--- src/rtl/fb_pkg.sv ---
// Shared types for the framebuffer fill engine.
//   fb_mode_e   : drawing command selector carried on cmd_mode_i
//   fb_status_e : completion status reported on status_o
//   fb_state_e  : engine FSM state
package fb_pkg;

  typedef enum logic [1:0] {
    FB_CLEAR = 2'd0,
    FB_HLINE = 2'd1,
    FB_VLINE = 2'd2,
    FB_RECT  = 2'd3
  } fb_mode_e;

  typedef enum logic [1:0] {
    FB_OK       = 2'd0,
    FB_CLIPPED  = 2'd1,
    FB_REJECTED = 2'd2,
    FB_ABORTED  = 2'd3
  } fb_status_e;

  typedef enum logic [1:0] {
    ST_IDLE = 2'd0,
    ST_PREP = 2'd1,
    ST_DRAW = 2'd2,
    ST_DONE = 2'd3
  } fb_state_e;

endpackage

--- src/rtl/fb_raster_cursor.sv ---
// Raster-order pixel cursor for the fill engine.
// Ports:
//   clk_i, arstn_i  : clock, synchronous active-low reset
//   load_i          : load rectangle bounds and park cursor at (x0_i, y0_i)
//   x0_i/x1_i       : inclusive x span (x0_i <= x1_i)
//   y0_i/y1_i       : inclusive y span (y0_i <= y1_i)
//   adv_i           : current pixel accepted, step to the next one
//   x_o, y_o        : current cursor position
//   last_o          : cursor sits on the final pixel (x1, y1)
module fb_raster_cursor #(
  parameter int ADDR_X_BITS = 11,
  parameter int ADDR_Y_BITS = 11
) (
  input  logic                   clk_i,
  input  logic                   arstn_i,
  input  logic                   load_i,
  input  logic [ADDR_X_BITS-1:0] x0_i,
  input  logic [ADDR_X_BITS-1:0] x1_i,
  input  logic [ADDR_Y_BITS-1:0] y0_i,
  input  logic [ADDR_Y_BITS-1:0] y1_i,
  input  logic                   adv_i,
  output logic [ADDR_X_BITS-1:0] x_o,
  output logic [ADDR_Y_BITS-1:0] y_o,
  output logic                   last_o
);

  logic [ADDR_X_BITS-1:0] x_q, x0_q, x1_q;
  logic [ADDR_Y_BITS-1:0] y_q, y1_q;

  always_ff @(posedge clk_i) begin
    if (!arstn_i) begin
      x_q  <= '0;
      y_q  <= '0;
      x0_q <= '0;
      x1_q <= '0;
      y1_q <= '0;
    end else if (load_i) begin
      x_q  <= x0_i;
      y_q  <= y0_i;
      x0_q <= x0_i;
      x1_q <= x1_i;
      y1_q <= y1_i;
    end else if (adv_i) begin
      // Full-width equality against the row end; wrap back to x0 on a new row.
      if (x_q == x1_q) begin
        x_q <= x0_q;
        y_q <= y_q + 1'b1;
      end else begin
        x_q <= x_q + 1'b1;
      end
    end
  end

  assign x_o    = x_q;
  assign y_o    = y_q;
  assign last_o = (x_q == x1_q) && (y_q == y1_q);

endmodule

--- src/rtl/fb_fill_engine.sv ---
// Framebuffer fill engine: accepts one drawing command (clear, hline, vline,
// rect) and emits one pixel write per accepted cycle in raster order.
// Ports:
//   clk_i, arstn_i          : clock, synchronous active-low reset
//   cmd_valid_i/cmd_ready_o : command handshake
//   cmd_mode_i, cmd_x0_i, cmd_x1_i, cmd_y0_i, cmd_y1_i, cmd_color_i : command
//   abort_i                 : stop the running command
//   wr_ready_i              : framebuffer accepts the write this cycle
//   addr_x_o, addr_y_o, color_o, we_o : framebuffer write port
//   busy_o, done_o, status_o, px_cnt_o : progress and completion reporting
module fb_fill_engine #(
  parameter int ADDR_X_BITS = 11,
  parameter int ADDR_Y_BITS = 11,
  parameter int HD          = 1280,
  parameter int VD          = 1024,
  parameter int COLOR_BITS  = 2
) (
  input  logic                               clk_i,
  input  logic                               arstn_i,
  input  logic                               cmd_valid_i,
  output logic                               cmd_ready_o,
  input  logic [1:0]                         cmd_mode_i,
  input  logic [ADDR_X_BITS-1:0]             cmd_x0_i,
  input  logic [ADDR_X_BITS-1:0]             cmd_x1_i,
  input  logic [ADDR_Y_BITS-1:0]             cmd_y0_i,
  input  logic [ADDR_Y_BITS-1:0]             cmd_y1_i,
  input  logic [COLOR_BITS-1:0]              cmd_color_i,
  input  logic                               abort_i,
  input  logic                               wr_ready_i,
  output logic [ADDR_X_BITS-1:0]             addr_x_o,
  output logic [ADDR_Y_BITS-1:0]             addr_y_o,
  output logic [COLOR_BITS-1:0]              color_o,
  output logic                               we_o,
  output logic                               busy_o,
  output logic                               done_o,
  output logic [1:0]                         status_o,
  output logic [ADDR_X_BITS+ADDR_Y_BITS-1:0] px_cnt_o
);
  import fb_pkg::*;

  localparam int PXW = ADDR_X_BITS + ADDR_Y_BITS;
  localparam logic [ADDR_X_BITS-1:0] X_MAX = ADDR_X_BITS'(HD - 1);
  localparam logic [ADDR_Y_BITS-1:0] Y_MAX = ADDR_Y_BITS'(VD - 1);

  if ((HD < 1) || (longint'(HD) > (longint'(1) << ADDR_X_BITS))) begin : g_hd_chk
    $error("HD-1 does not fit in ADDR_X_BITS");
  end
  if ((VD < 1) || (longint'(VD) > (longint'(1) << ADDR_Y_BITS))) begin : g_vd_chk
    $error("VD-1 does not fit in ADDR_Y_BITS");
  end
  if ((longint'(HD) * longint'(VD)) >= (longint'(1) << PXW)) begin : g_cnt_chk
    $error("HD*VD does not fit in px_cnt_o");
  end

  function automatic logic [ADDR_X_BITS-1:0] sat_x(input logic [ADDR_X_BITS-1:0] v);
    return (v > X_MAX) ? X_MAX : v;
  endfunction

  function automatic logic [ADDR_Y_BITS-1:0] sat_y(input logic [ADDR_Y_BITS-1:0] v);
    return (v > Y_MAX) ? Y_MAX : v;
  endfunction

  fb_state_e              state_q, state_d;
  fb_mode_e               mode_q;
  fb_status_e             pend_q, status_q;
  logic [ADDR_X_BITS-1:0] x0_q, x1_q;
  logic [ADDR_Y_BITS-1:0] y0_q, y1_q;
  logic [COLOR_BITS-1:0]  color_q;
  logic [PXW-1:0]         px_cnt_q;

  logic [ADDR_X_BITS-1:0] fx0, fx1, nx0, nx1, cur_x;
  logic [ADDR_Y_BITS-1:0] fy0, fy1, ny0, ny1, cur_y;
  logic                   reject, clip, accept, last;

  // Mode forcing, corner normalisation and clip/reject decision for PREP.
  always_comb begin
    fx0 = x0_q;
    fx1 = x1_q;
    fy0 = y0_q;
    fy1 = y1_q;
    case (mode_q)
      FB_CLEAR: begin
        fx0 = '0;
        fx1 = X_MAX;
        fy0 = '0;
        fy1 = Y_MAX;
      end
      FB_HLINE: fy1 = y0_q;
      FB_VLINE: fx1 = x0_q;
      default:  ;
    endcase
    nx0    = (fx0 <= fx1) ? fx0 : fx1;
    nx1    = (fx0 <= fx1) ? fx1 : fx0;
    ny0    = (fy0 <= fy1) ? fy0 : fy1;
    ny1    = (fy0 <= fy1) ? fy1 : fy0;
    reject = (nx0 > X_MAX) || (ny0 > Y_MAX);
    clip   = (nx1 > X_MAX) || (ny1 > Y_MAX);
  end

  assign accept = (state_q == ST_DRAW) && wr_ready_i;

  fb_raster_cursor #(
    .ADDR_X_BITS(ADDR_X_BITS),
    .ADDR_Y_BITS(ADDR_Y_BITS)
  ) u_cursor (
    .clk_i  (clk_i),
    .arstn_i(arstn_i),
    .load_i (state_q == ST_PREP),
    .x0_i   (nx0),
    .x1_i   (sat_x(nx1)),
    .y0_i   (ny0),
    .y1_i   (sat_y(ny1)),
    .adv_i  (accept),
    .x_o    (cur_x),
    .y_o    (cur_y),
    .last_o (last)
  );

  // FSM state register
  always_ff @(posedge clk_i) begin
    if (!arstn_i) state_q <= ST_IDLE;
    else          state_q <= state_d;
  end

  // FSM next state; abort outranks reject and last-pixel completion
  always_comb begin
    state_d = state_q;
    case (state_q)
      ST_IDLE: if (cmd_valid_i) state_d = ST_PREP;
      ST_PREP: state_d = (abort_i || reject) ? ST_DONE : ST_DRAW;
      ST_DRAW: if (abort_i || (accept && last)) state_d = ST_DONE;
      ST_DONE: state_d = ST_IDLE;
      default: state_d = ST_IDLE;
    endcase
  end

  // FSM outputs
  always_comb begin
    cmd_ready_o = (state_q == ST_IDLE);
    we_o        = (state_q == ST_DRAW);
    busy_o      = (state_q == ST_PREP) || (state_q == ST_DRAW);
    done_o      = (state_q == ST_DONE);
  end

  // Command capture, pixel count and status tracking
  always_ff @(posedge clk_i) begin
    if (!arstn_i) begin
      mode_q   <= FB_CLEAR;
      x0_q     <= '0;
      x1_q     <= '0;
      y0_q     <= '0;
      y1_q     <= '0;
      color_q  <= '0;
      px_cnt_q <= '0;
      pend_q   <= FB_OK;
      status_q <= FB_OK;
    end else begin
      if ((state_q == ST_IDLE) && cmd_valid_i) begin
        mode_q  <= fb_mode_e'(cmd_mode_i);
        x0_q    <= cmd_x0_i;
        x1_q    <= cmd_x1_i;
        y0_q    <= cmd_y0_i;
        y1_q    <= cmd_y1_i;
        color_q <= cmd_color_i;
      end
      if (state_q == ST_PREP) begin
        px_cnt_q <= '0;
        pend_q   <= clip ? FB_CLIPPED : FB_OK;
        if (mode_q == FB_CLEAR) color_q <= '0;
        if (abort_i)     status_q <= FB_ABORTED;
        else if (reject) status_q <= FB_REJECTED;
      end
      if (accept) px_cnt_q <= px_cnt_q + PXW'(1);
      if (state_q == ST_DRAW) begin
        if (abort_i)             status_q <= FB_ABORTED;
        else if (accept && last) status_q <= pend_q;
      end
    end
  end

  assign addr_x_o = cur_x;
  assign addr_y_o = cur_y;
  assign color_o  = color_q;
  assign status_o = status_q;
  assign px_cnt_o = px_cnt_q;

endmodule

--- config.mk ---
export PLATFORM = sky130hd
export DESIGN_NAME = fb_fill_engine
export DESIGN_NICKNAME = d
export VERILOG_FILES = /design/src/rtl/fb_pkg.sv /design/src/rtl/fb_raster_cursor.sv /design/src/rtl/fb_fill_engine.sv
export SDC_FILE = /design/constraint.sdc
export NUM_CORES = 1
export LEC_CHECK = 0
export ABC_AREA = 1
export CAP_MARGIN = 20
export CORE_ASPECT_RATIO = 0.9
export CORE_MARGIN = 3
export CORE_UTILIZATION = 55
export CTS_CLUSTER_SIZE = 28
export DETAILED_ROUTE_END_ITERATION = 12
export GPL_TIMING_DRIVEN = 0
export PLACE_DENSITY = 0.87
export RECOVER_POWER = 25
export SLEW_MARGIN = 20
export SYNTH_ARGS = -nofsm -noshare
export SYNTH_HDL_FRONTEND = slang
export SYNTH_HIERARCHICAL = 1
export SYNTH_SLANG_ARGS = --single-unit
--- constraint.sdc ---
create_clock -name clk_i -period 7.5 [get_ports clk_i]
set_input_delay 1.875 -clock clk_i [delete_from_list [all_inputs] [get_ports clk_i]]
set_output_delay 1.875 -clock clk_i [all_outputs]
set_load 0.005 [all_outputs]
======== Yosys cells after proc, flatten, opt, wreduce, memory -nomap -nowiden ========
Cells that the tools add are included.
word-level totals
  output and inout bits ................... 52
  bits in registers ....................... 131
  RAM bits ................................ 0
  input bits .............................. 53
  word-level logic and storage cells ...... 80
  memories ................................ 0
  bits in latches ......................... 0
  bits in read-only memories .............. 0
cells by class
  bitwise logic cells ..................... 0
  shift operators ......................... 0
  $mul .................................... 0
  reductions and logical operators ........ 15
  div/mod/pow operators ................... 0
  eq/ne operators ......................... 9
  $lt $le $gt $ge ......................... 6
  multiplexer cells ....................... 32
  add/sub/neg operators ................... 3
operators with widths
  cell                                                                     count
  11-bit two-way mux                                                       14
  22-bit two-way mux                                                       2
  11-bit one-hot mux with 2 select lines                                   2
  11-bit by 1-bit adder with 11-bit output (second input constant)         2
  22-bit by 1-bit adder with 22-bit output (second input constant)         1
  11-bit equality test                                                     2
  11-bit by 10-bit > comparator with 1-bit output (second input constant)  2
  11-bit > comparator (second input constant)                              2
  11-bit <= comparator                                                     2
  2-bit two-way mux                                                        11
  2-bit one-hot mux with 4 select lines                                    1
  2-bit equality test (second input constant)                              3
  1-bit logical OR                                                         5
  2-bit by 1-bit equality test with 1-bit output (second input constant)   2
  1-bit logical AND                                                        4
  2-bit logical NOT                                                        2
  2-bit AND reduction                                                      2
  2-bit nonzero test                                                       2
  1-bit two-way mux                                                        2
  2-bit by 1-bit != test with 1-bit output (second input constant)         1
  2-bit != test (second input constant)                                    1

======== Logic depth before layout (Yosys ltp) ========
  depth in word-level cells ............... 12
  gate-level depth with buffers ........... 23
  gate-level depth less buffers ........... 22

======== Cells and area by module ========
The synthesis kept the hierarchy.
modules (own cells, without submodules)
  module            cells each  instances  area an instance (um^2)  seq. area each (um^2)
  fb_fill_engine    661         1          4450.5                   1501.4
  fb_raster_cursor  467         1          3099.2                   1101.1

======== Worst setup path before layout ========
Ideal clock, no wire load.
  kind .................................... input to register
  start ................................... input wr_ready_i
  end ..................................... register u_cursor.x_q[6], in the netlist u_cursor/x_o[6]
  path slack .............................. 4.416 ns
  setup time .............................. 0.117 ns
  arrival ................................. 2.967 ns
  required time ........................... 7.383 ns
  buffers on the path ..................... 1
  cell stages on the path ................. 7
  path through ............................ nand2_2 clkinv_2 clkbuf_1 nor2_1 inv_1 o21ai_0 nor2_1
on the way
  word-level cells in the longest chain between the ends .. 2
ends and longest elaborated chain
  element                              RTL line                text
  start, declared                      fb_fill_engine.sv:29    input logic wr_ready_i,
  1-bit logical AND                    fb_fill_engine.sv:100   assign accept = (state_q == ST_DRAW) && wr_ready_i;
  via accept                           fb_fill_engine.sv:73    logic reject, clip, accept, last;
  2-bit nonzero test (no source line)  --
  end signal, assigned                 fb_raster_cursor.sv:38  x_q <= x0_i;
  end signal, assigned                 fb_raster_cursor.sv:46  x_q <= x0_q;
  end signal, assigned                 fb_raster_cursor.sv:49  x_q <= x_q + 1'b1;
  end, declared                        fb_raster_cursor.sv:27  logic [ADDR_X_BITS-1:0] x_q, x0_q, x1_q;
The timed path passes the listed nets, and every way through them passes these cells.
A chain may end at the register's enable or synchronous reset.

======== Worst setup path after layout ========
Ends and elaborated chain as after synthesis.

==> qor.csv <==
stage,metric,value,unit
outcome,outcome,"complete, no violations",
clocking,Post-CTS Setup Bufs,0,
synth,"Seq/Total Area, Yosys",34.47,%
timing,fin crit period,4.111,ns
synth,most numerous cell in the Yosys netlist,nand2_1,
pwr,Lkg Pwr,3.913,nW
route,final WL,20560,um
final_layout,final layout net count,1333,
clocking,Root Buffer Master,clkbuf_16,
final_layout,synth-to-layout area growth,23.07,%
floorplan,# rows,39,
synth,ranking of synthesized cells by area,"dfxtp_1 (34%), nand2_1 (13%), o21ai_0 (8.4%)",
clocking,CTS tree,built,
route,Detailed Route Iter0 Violations,692,
floorplan,DIE HEIGHT,117.2,um
timing,skew final,0.007355,ns
clocking,H-tree levels,4,
pwr,VDD IR max,0.2263,mV
timing,fmax,243.3,MHz
place,Port Buffers,104,
synth,post-synthesis async set-or-reset flop share,0,%
timing,Final Setup Violations,0,
place,Post-Place Worst Slack,3.375,ns
grt,grt ovf,0,
timing,RSZ-0062 raised after global routing,false,
timing,setup TNS,0,ns
route,WL per Instance,14.41,um
worst_hold_path,min-delay worst type,reg -> reg,
final_layout,layout cell share with drive strength beyond 1,7.997,%
synth,Synth Area per Inst,6.693,um^2
synth,Synthesized Nets,1210,
route,vias after detailed routing,7937,
pwr,PwrDens,350.7,mW/mm^2
timing,Max Slew Vio Count,0,
setup_path,"Req. time, crit path",7.81,ns
run,maximum capacitance violations,0,
final_layout,Fillers,1066,
floorplan,I/O Pins,105,
synth,top cell type by total area after synthesis,dfxtp_1,
grt,largest net degree at the start of global routing,17,
setup_path,Arrival @ worst endpoint,4.42,ns
clocking,Hold Buf Count CTS,0,
clocking,Num Clock Sinks,130,
final_layout,"Design Area, Final",0.009291,mm^2
pwr,total power,3.258,mW
synth,Post-synth EDFFs,0,
route,Vias/cell,5.562,
route,Remaining DRCs,0,
clocking,Post-CTS Resized,0,
timing,period utilization,54.81,%
setup_path,CP Capture Type,flip-flop,
final_layout,Non-Filler Instances,1427,
place,Inst Count DP,1396,
synth,Post-Synthesis Cell Area,0.007550,mm^2
place,placed cell areas,0.008796,mm^2
floorplan,core area,0.01308,mm^2
clocking,"Clk Latency, worst-skew pair",0.42,ns
clocking,Num CTS Buffers,17,
place,RePlAce Congestion,0.9092,
grt,global-route wire length before repair,34080,um
route,DRT antenna net count,0,
timing,max_slew headroom,51.41,%
timing,fin worst setup slack,3.389,ns
synth,Post-Synthesis Cells,1128,
route,DRT Pass-1 Iters,6,
grt,vias in the first global route,7239,
synth,Synth top area share,34.47,%
synth,predominant post-synthesis flop cell,dfxtp_1,
floorplan,Initial Util,57.73,%
synth,top post-synthesis cells by count,"nand2_1 (252), nor2_1 (150), dfxtp_1 (130)",
grt,GRT Util Overall,27.94,%
synth,Yosys reg bits,130,
synth,Yosys warning count,6,
setup_path,startpoint types,primary input,
floorplan,Die Width,129.5,um
timing,Worst Max-Slew Pin Slew,0.7261,ns
place,DP HPWL,15550,um
clocking,Max Root-Sink Buffers,2,
timing,Final Hold Fails,0,
setup_path,kind of critical path,in -> reg,
final_layout,n_diodes,0,
floorplan,DIE AREA,0.01517,mm^2
grt,initial antenna violation count,0,
clocking,clk slew on worst S/H paths,0.05,ns
synth,synth unique cells,54,
setup_path,worst-path fanout max,12,
-- cell families (layout without fill, tap and decap cells) --
kind of cell | Yosys count | in the layout | synth area share, %
AO/OA/AOI/OAI | 266 | 266 | 19.44
other | 1 | 1 | 0.04967
buffers and inverters | 163 | 298 | 8.618
flip-flops | 130 | 130 | 34.47
XOR/XNOR | 18 | 18 | 2.088
adder cells (fa/ha/maj) | 29 | 29 | 4.806
AND/OR/NAND/NOR | 521 | 521 | 30.53
-- placed cells by master (no fill, tap or decap), types with 9 or more instances in the layout --
master           count
a21boi_0             9
a21oi_1             80
clkbuf_1            42
clkbuf_16           17
clkdlybuf4s50_1     93
dfxtp_1            130
dlygate4sd3_1       11
ha_1                29
inv_1               96
inv_2               10
nand2_1            253
nand2_2             18
nand3_1             52
nor2_1             151
o21ai_0            126
o22ai_1             19
xor2_1              11
-- layer usage --
metal,global-route usage (%),vias up,part of all wire (%)
li1,-,3941,-
met1,39.26,3601,46
met2,42.99,354,44
met3,6.670,41,8.5
met4,8.380,0,1.6
met5,0,-,0
-- cell type report --
class | count | area [um^2] | area share [%]
timing repair buffer | 104 | 1041 | 11.20
buffer | 52 | 229.0 | 2.464
inverter | 111 | 420.4 | 4.525
tap | 164 | 205.2 | 2.208
multi-input combinational | 835 | 4287 | 46.14
clock inverter | 7 | 35.03 | 0.3771
clock buffer | 24 | 471.7 | 5.077
sequential | 130 | 2603 | 28.01
-- per-stage QoR --
stage / hold WS, ns / utilization (%)
after CTS: 0.4617 / 71.13
after global routing: 0.4914 / 71.05
after floorplan: 0.4409 / -
after detailed placement: 0.4525 / 67.26
final: 0.4625 / 71.05
after global placement: 0.4491 / 67.26
-- critical path, cell delays in order --
cell and delay (ns):
dlygate4sd3_1 0.54, nand2_1 0.16, clkinvlp_2 0.23, clkbuf_1 0.37, nor2_1 0.66, inv_1 0.27
o21ai_0 0.23, nor2_1 0.07
-- sequential cells by signal, summed over array words and instances (netlist names), 11 cells and up --
register,flops
px_cnt_o,22
u_cursor/x0_q,11
u_cursor/x1_q,11
u_cursor/x_o,11
u_cursor/y1_q,11
u_cursor/y_o,11
x0_q,11
x1_q,11
y0_q,11
y1_q,11
-- path summary, 6_finish.rpt --
| path | from | slack, ns | cells after the start | to |
|---|---|---|---|---|
| worst min-delay path | u_cursor/x0_q[1]$_SDFFE_PN0P_ | 0.46 | 2 | u_cursor/x0_q[1]$_SDFFE_PN0P_ |
| worst max register to register | mode_q[1]$_SDFFE_PN0P_ | 3.85 | 18 | u_cursor/x_o[6]$_SDFFE_PN0P_ |
| worst min register to register | u_cursor/x0_q[1]$_SDFFE_PN0P_ | 0.46 | 2 | u_cursor/x0_q[1]$_SDFFE_PN0P_ |
| worst max-delay path | wr_ready_i | 3.39 | 8 | u_cursor/x_o[6]$_SDFFE_PN0P_ |
-- power by group --
part | total (mW) | internal [mW] | switching, mW
combinational | 1.54 | 0.555 | 0.989
clock | 0.710 | 0.432 | 0.278
sequential | 1.00 | 0.863 | 0.141
total | 3.26 | 1.85 | 1.41
Note: power is estimated with default switching activity, not from simulation.
